File: src/rtl/ps2_scancode_decoder_pkg.sv
// Shared PS/2 Set 2 prefix/housekeeping codes, key event type and decoder state encoding.
// Constants and types only: no latency, no flow control.
package ps2_scancode_decoder_pkg;

    localparam logic [7:0] PS2_PFX_EXT   = 8'hE0;
    localparam logic [7:0] PS2_PFX_BRK   = 8'hF0;
    localparam logic [7:0] PS2_PFX_PAUSE = 8'hE1;

    localparam logic [7:0] PS2_HK_BAT_OK = 8'hAA;
    localparam logic [7:0] PS2_HK_ACK    = 8'hFA;
    localparam logic [7:0] PS2_HK_RESEND = 8'hFE;
    localparam logic [7:0] PS2_HK_ECHO   = 8'hEE;
    localparam logic [7:0] PS2_HK_ERR0   = 8'h00;
    localparam logic [7:0] PS2_HK_ERR1   = 8'hFF;

    typedef struct packed {
        logic [7:0] code;
        logic       ext;
        logic       brk;
    } ps2_key_event_t;

    typedef enum logic [2:0] {
        ST_IDLE,
        ST_EXT,
        ST_BRK,
        ST_EXT_BRK,
        ST_SKIP
    } ps2_state_e;

    function automatic logic is_housekeeping(input logic [7:0] b);
        return (b == PS2_HK_BAT_OK) || (b == PS2_HK_ACK)  || (b == PS2_HK_RESEND) ||
               (b == PS2_HK_ECHO)   || (b == PS2_HK_ERR0) || (b == PS2_HK_ERR1);
    endfunction

endpackage

File: src/rtl/ps2_held_keys.sv
// Held-key bitmap indexed by {ext, code}; query is combinational on the registered map.
// Set/clear take effect the cycle after they are asserted; no backpressure.
module ps2_held_keys (
    input  logic       clk,
    input  logic       rst,
    input  logic       set,
    input  logic       clr,
    input  logic [8:0] idx,
    output logic       held
);

    logic [511:0] map_q;

    assign held = map_q[idx];

    always_ff @(posedge clk) begin
        if (rst) begin
            map_q <= '0;
        end else if (set) begin
            map_q[idx] <= 1'b1;
        end else if (clr) begin
            map_q[idx] <= 1'b0;
        end
    end

endmodule

File: src/rtl/ps2_scancode_decoder.sv
// PS/2 Set 2 byte stream to key events; PS2_TYPEMATIC_FILTER_EN adds repeat suppression.
// Events and errors are registered 1 cycle after the strobe; no backpressure, every byte consumed.
module ps2_scancode_decoder
    import ps2_scancode_decoder_pkg::*;
#(
    parameter int TIMEOUT_CYCLES   = 100_000,
    parameter int PAUSE_SKIP_BYTES = 7
) (
    input  logic       clk_i,
    input  logic       rst_i,
    input  logic [7:0] ps2_key_data_i,
    input  logic       ps2_key_data_en_i,
    output logic [7:0] key_code_o,
    output logic       key_ext_o,
    output logic       key_break_o,
    output logic       key_valid_o,
    output logic       seq_err_o
);

    localparam int TMR_W  = $clog2(TIMEOUT_CYCLES + 1);
    localparam int SKIP_W = $clog2(PAUSE_SKIP_BYTES + 1) > 0 ? $clog2(PAUSE_SKIP_BYTES + 1) : 1;
    localparam logic [TMR_W-1:0]  TMR_MAX   = TMR_W'(TIMEOUT_CYCLES);
    localparam logic [SKIP_W-1:0] SKIP_LOAD = SKIP_W'(PAUSE_SKIP_BYTES);

    ps2_state_e          state_q, state_d;
    logic [TMR_W-1:0]    timer_q, timer_d;
    logic [SKIP_W-1:0]   skip_q, skip_d;
    ps2_key_event_t      ev_q, ev_d;
    logic                valid_q, valid_d;
    logic                err_q, err_d;
    logic                cur_ext, cur_brk;
    logic                complete, emit;

`ifdef PS2_TYPEMATIC_FILTER_EN
    logic hk_set, hk_clr, hk_held;

    ps2_held_keys u_held_keys (
        .clk  (clk_i),
        .rst  (rst_i),
        .set  (hk_set),
        .clr  (hk_clr),
        .idx  ({cur_ext, ps2_key_data_i}),
        .held (hk_held)
    );
`endif

    assign cur_ext = (state_q == ST_EXT) || (state_q == ST_EXT_BRK);
    assign cur_brk = (state_q == ST_BRK) || (state_q == ST_EXT_BRK);

    always_comb begin
        state_d  = state_q;
        skip_d   = skip_q;
        err_d    = 1'b0;
        complete = 1'b0;
        if (ps2_key_data_en_i) begin
            if (state_q == ST_SKIP) begin
                // Pause tail is swallowed whole, even bytes that look like prefixes.
                if (skip_q <= SKIP_W'(1)) begin
                    skip_d  = '0;
                    state_d = ST_IDLE;
                end else begin
                    skip_d = skip_q - SKIP_W'(1);
                end
            end else if (ps2_key_data_i == PS2_PFX_PAUSE) begin
                err_d   = (state_q != ST_IDLE);
                state_d = ST_SKIP;
                skip_d  = SKIP_LOAD;
            end else if (ps2_key_data_i == PS2_PFX_EXT) begin
                err_d   = (state_q != ST_IDLE);
                state_d = ST_EXT;
            end else if (ps2_key_data_i == PS2_PFX_BRK) begin
                if (state_q == ST_IDLE) begin
                    state_d = ST_BRK;
                end else if (state_q == ST_EXT) begin
                    state_d = ST_EXT_BRK;
                end else begin
                    err_d   = 1'b1;
                    state_d = ST_BRK;
                end
            end else if (is_housekeeping(ps2_key_data_i)) begin
                err_d   = (state_q != ST_IDLE);
                state_d = ST_IDLE;
            end else begin
                complete = 1'b1;
                state_d  = ST_IDLE;
            end
        end else if ((state_q != ST_IDLE) && (timer_q == TMR_MAX)) begin
            err_d   = 1'b1;
            state_d = ST_IDLE;
            skip_d  = '0;
        end
    end

    always_comb begin
        emit = 1'b0;
`ifdef PS2_TYPEMATIC_FILTER_EN
        hk_set = 1'b0;
        hk_clr = 1'b0;
        if (complete) begin
            if (cur_brk) begin
                hk_clr = 1'b1;
                emit   = 1'b1;
            end else if (!hk_held) begin
                hk_set = 1'b1;
                emit   = 1'b1;
            end
        end
`else
        emit = complete;
`endif
        valid_d = emit;
        ev_d    = ev_q;
        if (emit) begin
            ev_d.code = ps2_key_data_i;
            ev_d.ext  = cur_ext;
            ev_d.brk  = cur_brk;
        end
    end

    // Timer only runs while a sequence is open; any byte restarts the wait.
    always_comb begin
        timer_d = timer_q;
        if (ps2_key_data_en_i || (state_q == ST_IDLE)) begin
            timer_d = '0;
        end else if (timer_q != TMR_MAX) begin
            timer_d = timer_q + TMR_W'(1);
        end
    end

    always_ff @(posedge clk_i) begin
        if (rst_i) begin
            state_q <= ST_IDLE;
            timer_q <= '0;
            skip_q  <= '0;
            ev_q    <= '0;
            valid_q <= 1'b0;
            err_q   <= 1'b0;
        end else begin
            state_q <= state_d;
            timer_q <= timer_d;
            skip_q  <= skip_d;
            ev_q    <= ev_d;
            valid_q <= valid_d;
            err_q   <= err_d;
        end
    end

    assign key_code_o  = ev_q.code;
    assign key_ext_o   = ev_q.ext;
    assign key_break_o = ev_q.brk;
    assign key_valid_o = valid_q;
    assign seq_err_o   = err_q;

endmodule

File: config.mk
export PLATFORM = sky130hd
export DESIGN_NAME = ps2_scancode_decoder
export DESIGN_NICKNAME = d
export VERILOG_FILES = /design/src/rtl/ps2_scancode_decoder_pkg.sv /design/src/rtl/ps2_held_keys.sv /design/src/rtl/ps2_scancode_decoder.sv
export SDC_FILE = /design/constraint.sdc
export NUM_CORES = 1
export LEC_CHECK = 0
export ABC_AREA = 1
export CORE_MARGIN = 2
export CORE_UTILIZATION = 50
export CTS_CLUSTER_SIZE = 25
export DETAILED_ROUTE_END_ITERATION = 10
export PLACE_DENSITY = 0.71
export SYNTH_ARGS = -nofsm -noshare
export SYNTH_HDL_FRONTEND = slang
export SYNTH_SLANG_ARGS = --single-unit
File: constraint.sdc
create_clock -name clk_i -period 1.4 [get_ports clk_i]
set_input_delay 0.14 -clock clk_i [delete_from_list [all_inputs] [get_ports clk_i]]
set_output_delay 0.14 -clock clk_i [all_outputs]
set_load 0.01 [all_outputs]
; Word level (Yosys, flattened, before mapping)
; Index checks and enable logic that the tools add are counted.
[word_totals]
input_bits = 11
register_bits = 35
[op_classes]
n_lt_le_gt_ge = 1
n_reduce_logical = 16
eq_ne = 16
add_sub_neg = 2
muxes = 28
[op_table]
columns = cell, n
row1 = "== test 8 bit, second input constant", 8
row2 = 2-to-1 mux 3 bit, 11
row3 = "adder 17 x 1 -> 17 bit, second input constant", 1
row4 = "== test 17 bit, second input constant", 1
row5 = 2-to-1 mux 1 bit, 17
row6 = "inequality test 17 bit, second input constant", 1
row7 = zero test 8 bit, 1
row8 = logical OR 1 bit, 8
row9 = "== test 3 x 2 -> 1 bit, second input constant", 2
row10 = AND reduction 2 bit, 2
row11 = "== test 3 x 1 -> 1 bit, second input constant", 1
row12 = "== test 3 bit, second input constant", 1
row13 = "<= comparator 3 x 1 -> 1 bit, second input constant", 1
row14 = zero test 3 bit, 1
row15 = "inequality test 3 x 1 -> 1 bit, second input constant", 1
row16 = "inequality test 3 x 2 -> 1 bit, second input constant", 1
row17 = nonzero test 3 bit, 1
row18 = "subtractor 3 x 1 -> 3 bit, second input constant", 1
row19 = nonzero test 2 bit, 1
row20 = OR reduction 2 bit, 1
row21 = logical AND 1 bit, 1

; Depth between registers and ports, before layout
[logic_depth]
depth_word = 12
mapped_depth = 10
ltp_nobuf = 10

; Worst setup path before layout
; No wires, ideal clock.
[synth_path]
kind = flip-flop to flip-flop
from = reg timer_q[0]
to = reg timer_q[16]
path_stages_with_launch = 8
path_slack_ns = 0.117
required_time_ns = 1.330
setup_time_ns = 0.070
synth_period_minus_slack_ns = 1.283
t_arrival_ns = 1.213
cell_sequence = dfxtp_1 > ha_1 > nand4_1 > nor2_2 > nand2_1 > nor2_2 > o21ai_0 > a21oi_1
[synth_via]
elab_chain_cells = 1
[synth_rtl]
columns = element, line
row1 = from (decl), ps2_scancode_decoder.sv:26  ; logic [TMR_W-1:0] timer_q, timer_d;
row2 = from (signal assigned), ps2_scancode_decoder.sv:140  ; timer_q <= timer_d;
row3 = adder 17 x 1 -> 17 bit / inequality test 17 bit (equally long branches), "ps2_scancode_decoder.sv:126, ps2_scancode_decoder.sv:125"
; Parallel ways exist; a longest one is shown, timed or not.
; A chain may end at the register's enable or synchronous reset.

; Worst setup path after layout
[layout_path]
from = reg timer_q[0]
to = reg timer_q[1]
; Same word-level chain as after synthesis.

==> results.md <==
* WHS at 0.363 ns
* Share of layout cells above drive strength 1 at 0.320
* Syn Inst Count at 284
* Leakage at 1.18 nW
* Worst-path cell chain: inv_2, ha_4, buf_6, nand2_2, nor2_1, nand4_1, nor2_1, a211oi_2
* Routed Antenna Nets at 0
* Fill count at 304
* Place WS at -0.342 ns
* Die Ht at 66.8 µm
* CTS tree: done
* Max-cap viol count at 0
* Via count at 2,029
* # IOs at 23
* Worst-skew pair later-pin latency at 0.29 ns
* Die width at 66.8 µm
* Wire length of the first global-routing pass at 7620 µm
* Dpl hpwl at 3470 µm
* Failing checks: setup timing
* Hold Path Stages at 6
* Worst path required time at 1.56 ns
* Avg Inst Size Synth at 6.94 µm²
* Final worst slack at -0.00603 ns
* Clk_skew at 0.00692 ns
* Tmin final at 1.41 ns
* Worst-margin pin slew at 0.297 ns
* Setup TNS at -0.00603 ns
* Yosys warning count at 0
* Clk buf depth at 2
* Post-DP Area at 2530 µm²
* CP peak stage delay at 0.37 ns
* Clk sinks at 35
* # diodes at 0
* Avg Vias per Cell at 5.10
* Reg2reg path depth at 8
* Initial core utilization at 0.530
* Fin crit share at 1.00
* Max VDD drop at 0.618 mV
* Vias in the first global route at 1,862
* Full die area at 4460 µm²
* Post-route design area at 2810 µm²
* Critical path's slowest cell: dfxtp_4
* 1st-pass router iterations at 5
* Critical Path End Type: flip-flop
* Most common cell on crit path: nor2_1
* Pin count of the biggest net entering global routing at 13
* Fmax at 0.711 GHz
* Root Driver: clkbuf_8
* Buffers on Ports at 22
* FFs w/ async S/R, synth at 0
* Hold bufs inserted after CTS at 0
* Final Max Slew Viols at 0
* #FFs+latches synth at 35
* Antenna violations before repair at 0
* Synth unique cells at 31
* Final hold vios at 0
* Final #Nets at 364
* Row cnt at 22
* CTS Buf Count at 5
* Drc violations at 0
* Power Dens Cells at 814 nW/µm²
* Crit path kind: flip-flop to flip-flop
* Sequential area share after synthesis at 0.356
* Startpoint Class: flip-flop
* Slew margin rel. at 0.802
* Setup Fix Bufs, Post-CTS at 0
* Gpl congestion at 0.908
* Grt ovf at 0
* Routed length per instance at 11.8 µm
* Layout area overhead at 42.6%
* Core Area at 3720 µm²
* Tot GR Track Use at 0.225
* Status: finished, violations left
* Cell area after synthesis at 1970 µm²
* RSZ-0062 raised after global routing: true
* Min-Delay Path Class: input port to flip-flop
* DR iter-0 viols at 99
* Final setup vio count at 1
* Crit path arrival time at 1.57 ns
* Syn Nets at 299
* CTS H-Tree Depth at 2
* CP max FO at 5
* Clk slew on worst S/H paths at 0.07 ns
* EDFF count, synth at 0
* Final Util at 0.756
* Ys flop type: dfxtp_1
* DRT Wirelength at 4680 µm
[synthesized netlist by cell type (2+ instances only)]
| cell | number | area (µm²) |
|---|---|---|
| nand2_1 | 59 | 221 |
| ha_1 | 4 | 50.1 |
| o21ai_0 | 13 | 65.1 |
| a21oi_2 | 8 | 70.1 |
| inv_1 | 33 | 124 |
| o21a_1 | 2 | 15.0 |
| nor2_1 | 38 | 143 |
| nor2_8 | 2 | 40.0 |
| nor2_2 | 4 | 25.0 |
| nand3_1 | 19 | 95.1 |
| nor3_1 | 10 | 50.1 |
| buf_4 | 2 | 15.0 |
| a21oi_1 | 18 | 90.1 |
| nor3_2 | 2 | 20.0 |
| dfxtp_1 | 35 | 701 |
| inv_2 | 6 | 22.5 |
| nand3_2 | 2 | 20.0 |
| nand2_2 | 4 | 25.0 |
| xnor2_1 | 2 | 17.5 |
| o31ai_1 | 2 | 15.0 |
| nand4_1 | 9 | 56.3 |
[cell usage in the layout, fill, tap and decap left out, types with 3 or more instances in the layout]
master	netlist	final
nor2_1	38	30
nand3_1	19	18
o21ai_1	0	3
a21oi_2	8	9
nor3_1	10	9
nand4_1	9	9
nor2_4	1	4
dfxtp_1	35	28
nand2_1	59	52
dfxtp_4	0	3
o21ai_0	13	10
dfxtp_2	0	4
buf_4	2	36
dlymetal6s2s_1	0	5
nand2_2	4	11
dlygate4sd2_1	0	3
a21oi_1	18	17
nor2_2	4	10
inv_2	6	8
inv_1	33	30
clkbuf_8	0	6
nand3_2	2	3
clkdlybuf4s50_1	0	14
[metal layers]
| layer | vias up | global-route usage | share of wire |
|---|---|---|---|
| met1 | 923 | 0.256 | 0.44 |
| li1 | 1055 | - | - |
| met4 | 0 | 0.0944 | 0.020 |
| met5 | - | 0 | 0 |
| met2 | 43 | 0.405 | 0.51 |
| met3 | 8 | 0.0456 | 0.029 |
[power breakdown]
group          switching [mW]  internal (mW)  total, mW  leakage [nW]
Sequential             0.0173           1.01       1.03         0.289
Clock                   0.378          0.576      0.954        0.0612
Combinational           0.149          0.153      0.302         0.830
Total                   0.544           1.74       2.29          1.18
[registers in the layout, summed over array words and instances, names as in the netlist]
signal / flops
state_q: 3
key_break_o: 1
seq_err_o: 1
key_ext_o: 1
timer_q: 17
key_code_o: 8
skip_q: 3
key_valid_o: 1
[stage by stage]
stage          total power [mW]  instances
2_1_floorplan              1.20        284
3_3_place_gp               1.35        389
3_5_place_dp               1.35        389
4_1_cts                    2.30        397
5_1_grt                    2.37        398
6_report                   2.29        398
[area by class of cell]
class                           instances  area, µm²  share of cell area
Clock buffer                            6       82.6              0.0294
Clock inverter                          2       35.0              0.0125
Inverter                               39        149              0.0530
Multi-Input combinational cell        206       1200               0.429
Sequential cell                        35        717               0.255
Tap cell                               48       60.1              0.0214
Timing Repair Buffer                   62        562               0.200
[worst max-delay path, delay by kind of cell (launching register included)]
kind / cells / cell delay, ns
simple gates: 4 / 0.59
flops: 1 / 0.37
compound gates: 1 / 0.05
buf+inv: 2 / 0.14
fa+ha+maj: 1 / 0.12
[logic make-up after synthesis]
logic type,count (synthesis),synth area share
fa+ha+maj,4,0.0254
flops,35,0.356
compound gates,46,0.142
xor+xnor,2,0.00889
buf+inv,44,0.0965
simple gates,153,0.372
[final timing paths]
check / startpoint / end / slack [ns]
min reg2reg: key_break_o / key_break_o / 0.46
max reg2reg: timer_q[0] / timer_q[1] / -0.006
min: ps2_key_data_i[3] / key_code_o[3] / 0.36
max: timer_q[0] / timer_q[1] / -0.006
[repair_timing]
action	CTS	global route
setup endpoints to repair	13	29
gates resized for setup	6	50
pin swaps	0	16
cloned	0	1
Note: power is estimated with default switching activity, not from simulation.
==> variant 1: new RTL, config.mk and constraints unchanged <==
Put a register stage on the outputs `key_code_o`, `key_ext_o` and `key_break_o`, cleared by the reset. The values now appear one clock later. The other outputs are not delayed to match.
--- a/src/rtl/ps2_scancode_decoder.sv
+++ b/src/rtl/ps2_scancode_decoder.sv
@@ -145,9 +145,17 @@
         end
     end
 
-    assign key_code_o  = ev_q.code;
-    assign key_ext_o   = ev_q.ext;
-    assign key_break_o = ev_q.brk;
+    always_ff @(posedge clk_i) begin
+        if (rst_i) begin
+            key_code_o  <= '0;
+            key_ext_o   <= '0;
+            key_break_o <= '0;
+        end else begin
+            key_code_o  <= ev_q.code;
+            key_ext_o   <= ev_q.ext;
+            key_break_o <= ev_q.brk;
+        end
+    end
     assign key_valid_o = valid_q;
     assign seq_err_o   = err_q;
 
Formal check against the unedited RTL: not equivalent (a bounded check fails within 4 cycles, from zero or initial values and one cycle with rst_i high).
==> variant 1 against the original RTL <==
- worst setup slack improved by 0.026 ns
- design area rose by 12%
- synthesized cell count rose by 12%
- sequential cell count rose by 10
- sequential share of layout area rose by 3.8 points
- synthesized area rose by 12%
- final cell count rose by 12%
- via count rose by 5.6%
- total power rose by 8.7%
- routed wire length rose by 15%
- fmax rose by 1.9%
- critical endpoint is now timer_q[14]
- largest power group unchanged
- highest routed layer unchanged
==> variant 1: results (changes against the original RTL) <==
LEAKAGE=1.533 nW (was 1.181 nW); Post-synth top cells=sky130_fd_sc_hd__nand2_1, sky130_fd_sc_hd__inv_1, sky130_fd_sc_hd__dfxtp_1 (was sky130_fd_sc_hd__nand2_1, sky130_fd_sc_hd__nor2_1, sky130_fd_sc_hd__dfxtp_1); Post-DP HPWL=3704 um (was 3470 um); dpl ws=-0.4153 ns (was -0.3416 ns); warning count from the yosys run=0 (unchanged); leading post-synthesis cells by cell area=sky130_fd_sc_hd__dfxtp_1, sky130_fd_sc_hd__nand2_1, sky130_fd_sc_hd__inv_1, sky130_fd_sc_hd__nor2_1, sky130_fd_sc_hd__nand3_1 (was sky130_fd_sc_hd__dfxtp_1, sky130_fd_sc_hd__nand2_1, sky130_fd_sc_hd__nor2_1, sky130_fd_sc_hd__inv_1, sky130_fd_sc_hd__nand3_1); sequential logic power=1.33 mW (was 1.03 mW); antenna diode instance count=0 (unchanged); Avg Vias per Cell=4.813 (was 5.098); H-Tree Depth=2 (unchanged); status=finished clean (was complete, but fails checks); buffer levels on the longest clock path=2 (unchanged); post-synth design cell area=0.002210 mm^2 (was 0.001971 mm^2); initial DRC count=134 (was 99); clock buffer count from CTS=5 (unchanged); total wirelength of the detailed-routed design=5367 um (was 4681 um); DRT Pass-1 Iters=4 (was 5); number of global-route vias before repair=2,052 (was 1,862); count of different cell masters after synthesis=30 (was 31); category of cells accounting for the largest share of critical-path delay=simple AND/OR/NAND/NOR gates (unchanged); sequential-to-total area share from yosys stat=40.77% (was 35.56%); Routability Congestion=0.8765 (was 0.9084); register share of total power=53.5% (was 45.1%); Synth Instances=319 (was 284); layout cells sized above 1=32.06% (was 32.00%); reported net switching power=663.0 uW (was 544.4 uW); latest clock arrival within the worst-skew pair=0.31 ns (was 0.29 ns); Post-Layout Cell Count=445 (was 398); largest registers=timer_q (17), ev_q (10), key_code_o (8); Post-Syn Nets=334 (was 299); worst setup skew after layout=0.008950 ns (was 0.006918 ns); top fanout value on the critical path=4 (was 5); Area after DPL=0.002773 mm^2 (was 0.002532 mm^2); maximum number of pins on one net before global-route repair=17 (was 13); clk slew on worst S/H paths=0.09 ns (was 0.07 ns); clock network fraction of total power=34.4% (was 41.7%); NumNets Final=407 (was 364); wire length of the first global-routing pass=8997 um (was 7624 um); overall fraction of global-route tracks in use=22.51% (about the same); Max IR drop VDD=0.5826 mV (was 0.6184 mV); worst path arrival time=1.63 ns (was 1.57 ns); slew at the pin with the worst max-slew slack=0.2531 ns (was 0.2972 ns); slowest cell delay on critical path=0.40 ns (was 0.37 ns); cell count after placement=428 (was 389)
-- variant 1: cell count changes after synthesis, sizes merged, moves of 3 or more --
cell	before	now
nand3	21	29
inv	39	63
nand2	64	78
dfxtp	35	45
a21oi	26	17
xor2	0	3
nor2	45	42
nor3	12	5
-- variant 1: cell families after synthesis --
kind of cell | after synthesis | share of synthesized area [%]
fa+ha+maj | 4 | 2.265
flops | 45 | 40.77
compound gates | 36 | 9.173
simple gates | 164 | 34.82
buf+inv | 67 | 11.78
xor+xnor | 3 | 1.189
-- variant 1: what timing repair did --
action	4_1_cts	5_1_grt
pin swaps	8	20
endpoints found under the setup margin	15	34
cloned	1	0
hold endpoints to repair	0	0
resized for setup	19	55
buffers inserted	6	2
-- variant 1: final cells by class --
cell class | instances | area (um^2)
clock buffers | 5 | 68.82
clock inverters | 3 | 25.02
fillers | 337 | 1150
inverters | 64 | 251.5
multi-input cells | 208 | 1210
flip-flops and latches | 45 | 920.9
well taps | 52 | 65.06
repair buffers | 68 | 603.1
-- variant 1: path summary, 6_finish.rpt --
check | depth (start not counted) | startpoint | slack (ns) | endpoint
setup / recovery | 8 | timer_q[1] | 0.02 | timer_q[14]
hold / removal | 6 | ps2_key_data_i[6] | 0.35 | state_q[0]
setup reg to reg | 8 | timer_q[1] | 0.02 | timer_q[14]
hold reg to reg | 2 | ev_q[4] | 0.44 | key_code_o[2]
-- variant 1: metal layers --
| layer | GRT usage, % | vias to the layer above | part of all wire [%] |
|---|---|---|---|
| met2 | 36.79 | 22 | 51 |
| li1 | - | 1133 | - |
| met1 | 30.25 | 982 | 45 |
| met4 | 8.120 | 0 | 1.2 |
| met3 | 3.030 | 5 | 2.2 |
| met5 | 0 | - | 0 |
==> variant 2: new RTL, same settings <==
Without the edit above. `TIMEOUT_CYCLES`: 100_000 -> 400_000.
--- a/src/rtl/ps2_scancode_decoder.sv
+++ b/src/rtl/ps2_scancode_decoder.sv
@@ -3,7 +3,7 @@
 module ps2_scancode_decoder
     import ps2_scancode_decoder_pkg::*;
 #(
-    parameter int TIMEOUT_CYCLES   = 100_000,
+    parameter int TIMEOUT_CYCLES   = 400_000,
     parameter int PAUSE_SKIP_BYTES = 7
 ) (
     input  logic       clk_i,
Formal check against the unedited RTL: same outputs for any inputs over 10 cycles, from zero or initial values and one cycle with rst_i high; that may be too few to reach the edited logic, so the function may still have changed.
==> variant 2 against the original RTL <==
- the run still ends with setup timing left
- critical path type unchanged
- routed wire length up 13%
- sequential cell count up 2
- first-iteration DRC count up 120%
- global-route usage up 0.091 points
- critical path depth up 3
- worst setup slack worse by 0.049 ns
- utilization down 2.1 points
- non-clock buffer count down 2
- synthesized area up 5.0%
- total power down 3.5%
- design area up 4.7%
- final cell count up 7.8%
==> variant 2: results (changes against the original RTL) <==
count of different cell masters after synthesis=31 (unchanged); Post-Syn Nets=330 (was 299); wire length of the first global-routing pass=7948 um (was 7624 um); number of cells on the worst hold path=4 (was 6); Max IR drop VDD=0.7272 mV (was 0.6184 mV); met3 layer wire length in the routed design=271 um (was 136 um); initial DRC count=220 (was 99); NumNets Final=393 (was 364); Synth Instances=315 (was 284); total wirelength of the detailed-routed design=5274 um (was 4681 um); LEAKAGE=1.307 nW (was 1.181 nW); last element of the critical path=state_q[0] (was timer_q[1]); Post-synth top cells=sky130_fd_sc_hd__nand2_1, sky130_fd_sc_hd__inv_1, sky130_fd_sc_hd__dfxtp_1, sky130_fd_sc_hd__nor2_1, sky130_fd_sc_hd__a21oi_1 (was sky130_fd_sc_hd__nand2_1, sky130_fd_sc_hd__nor2_1, sky130_fd_sc_hd__dfxtp_1); maximum number of pins on one net before global-route repair=21 (was 13); max reg flops=19 (was 17); number of global-route vias before repair=1,847 (was 1,862); slowest stage cell on the critical path=sky130_fd_sc_hd__dfxtp_2 (was sky130_fd_sc_hd__dfxtp_4); Setup TNS Final=-0.3326 ns (was -0.006034 ns); normalized max-slew margin=77.69% (was 80.17%); Post-Layout Cell Count=429 (was 398); slowest cell delay on critical path=0.34 ns (was 0.37 ns); DRT Pass-1 Iters=4 (was 5); PnR worst setup slack=-0.05499 ns (was -0.006034 ns); leading post-synthesis cells by cell area=sky130_fd_sc_hd__dfxtp_1, sky130_fd_sc_hd__nand2_1, sky130_fd_sc_hd__inv_1, sky130_fd_sc_hd__nor2_1, sky130_fd_sc_hd__a21oi_1 (was sky130_fd_sc_hd__dfxtp_1, sky130_fd_sc_hd__nand2_1, sky130_fd_sc_hd__nor2_1, sky130_fd_sc_hd__inv_1, sky130_fd_sc_hd__nand3_1); Post-DP HPWL=3393 um (was 3470 um); source of the worst hold timing path=ps2_key_data_i[6] (was ps2_key_data_i[3]); clk slew on worst S/H paths=0.09 ns (was 0.07 ns); failing checks=setup timing (unchanged); dpl ws=-0.3260 ns (was -0.3416 ns); Worst Hold Slack=0.3000 ns (was 0.3633 ns); status=complete, but fails checks (unchanged); final-report setup violation count=7 (was 1); length of routed met2 wiring=2384 um (was 2409 um); total number of vias=2,137 (was 2,029); sequential-to-total area share from yosys stat=35.79% (was 35.56%); worst path arrival time=1.64 ns (was 1.57 ns); cell count after placement=416 (was 389); CP Launch Point=timer_q[1] (was timer_q[0]); overall fraction of global-route tracks in use=22.60% (was 22.51%)
-- variant 2: cell type report --
class | instances | share of cell area [%]
multi-input combinational | 221 | 44.09
clock inverter | 3 | 0.7653
sequential | 37 | 25.51
tap | 50 | 2.126
clock buffer | 5 | 2.338
inverter | 53 | 6.760
timing repair buffer | 60 | 18.41
-- variant 2: through the flow --
| stage | total power [mW] | area [um^2] |
|---|---|---|
| final | 2.208 | 2943 |
| after global routing | 2.307 | 2943 |
| after CTS | 2.187 | 2710 |
| after detailed placement | 1.415 | 2581 |
| after global placement | 1.409 | 2581 |
| after floorplan | 1.272 | 2069 |
-- variant 2: timing repair --
action                     in CTS  in global routing
setup endpoints to repair      18                 32
pin swaps                       7                 16
gates cloned                    0                  2
buffers inserted                1                  2
resized for setup              18                 54
-- variant 2: power breakdown --
| part | switching, mW | leakage, nW | internal (mW) |
|---|---|---|---|
| combinational | 0.172 | 0.954 | 0.161 |
| clock | 0.426 | 0.0481 | 0.354 |
| sequential | 0.0152 | 0.306 | 1.08 |
-- variant 2: metal layers --
layer / track usage, % / up-vias
met2: 33.74 / 61
met5: 0 / -
li1: - / 1120
met4: 6.500 / 0
met1: 32.39 / 952
met3: 5.099 / 4
-- variant 2: cells by family (layout without fill, tap and decap cells) --
kind of cell / Yosys count / count (layout) / share of synthesized area (%)
AND/OR/NAND/NOR: 172 / 172 / 38.70
buffers and inverters: 57 / 121 / 11.12
AO/OA/AOI/OAI: 44 / 44 / 11.55
flip-flops: 37 / 37 / 35.79
adder cells (fa/ha/maj): 4 / 4 / 2.418
XOR/XNOR: 1 / 1 / 0.4233
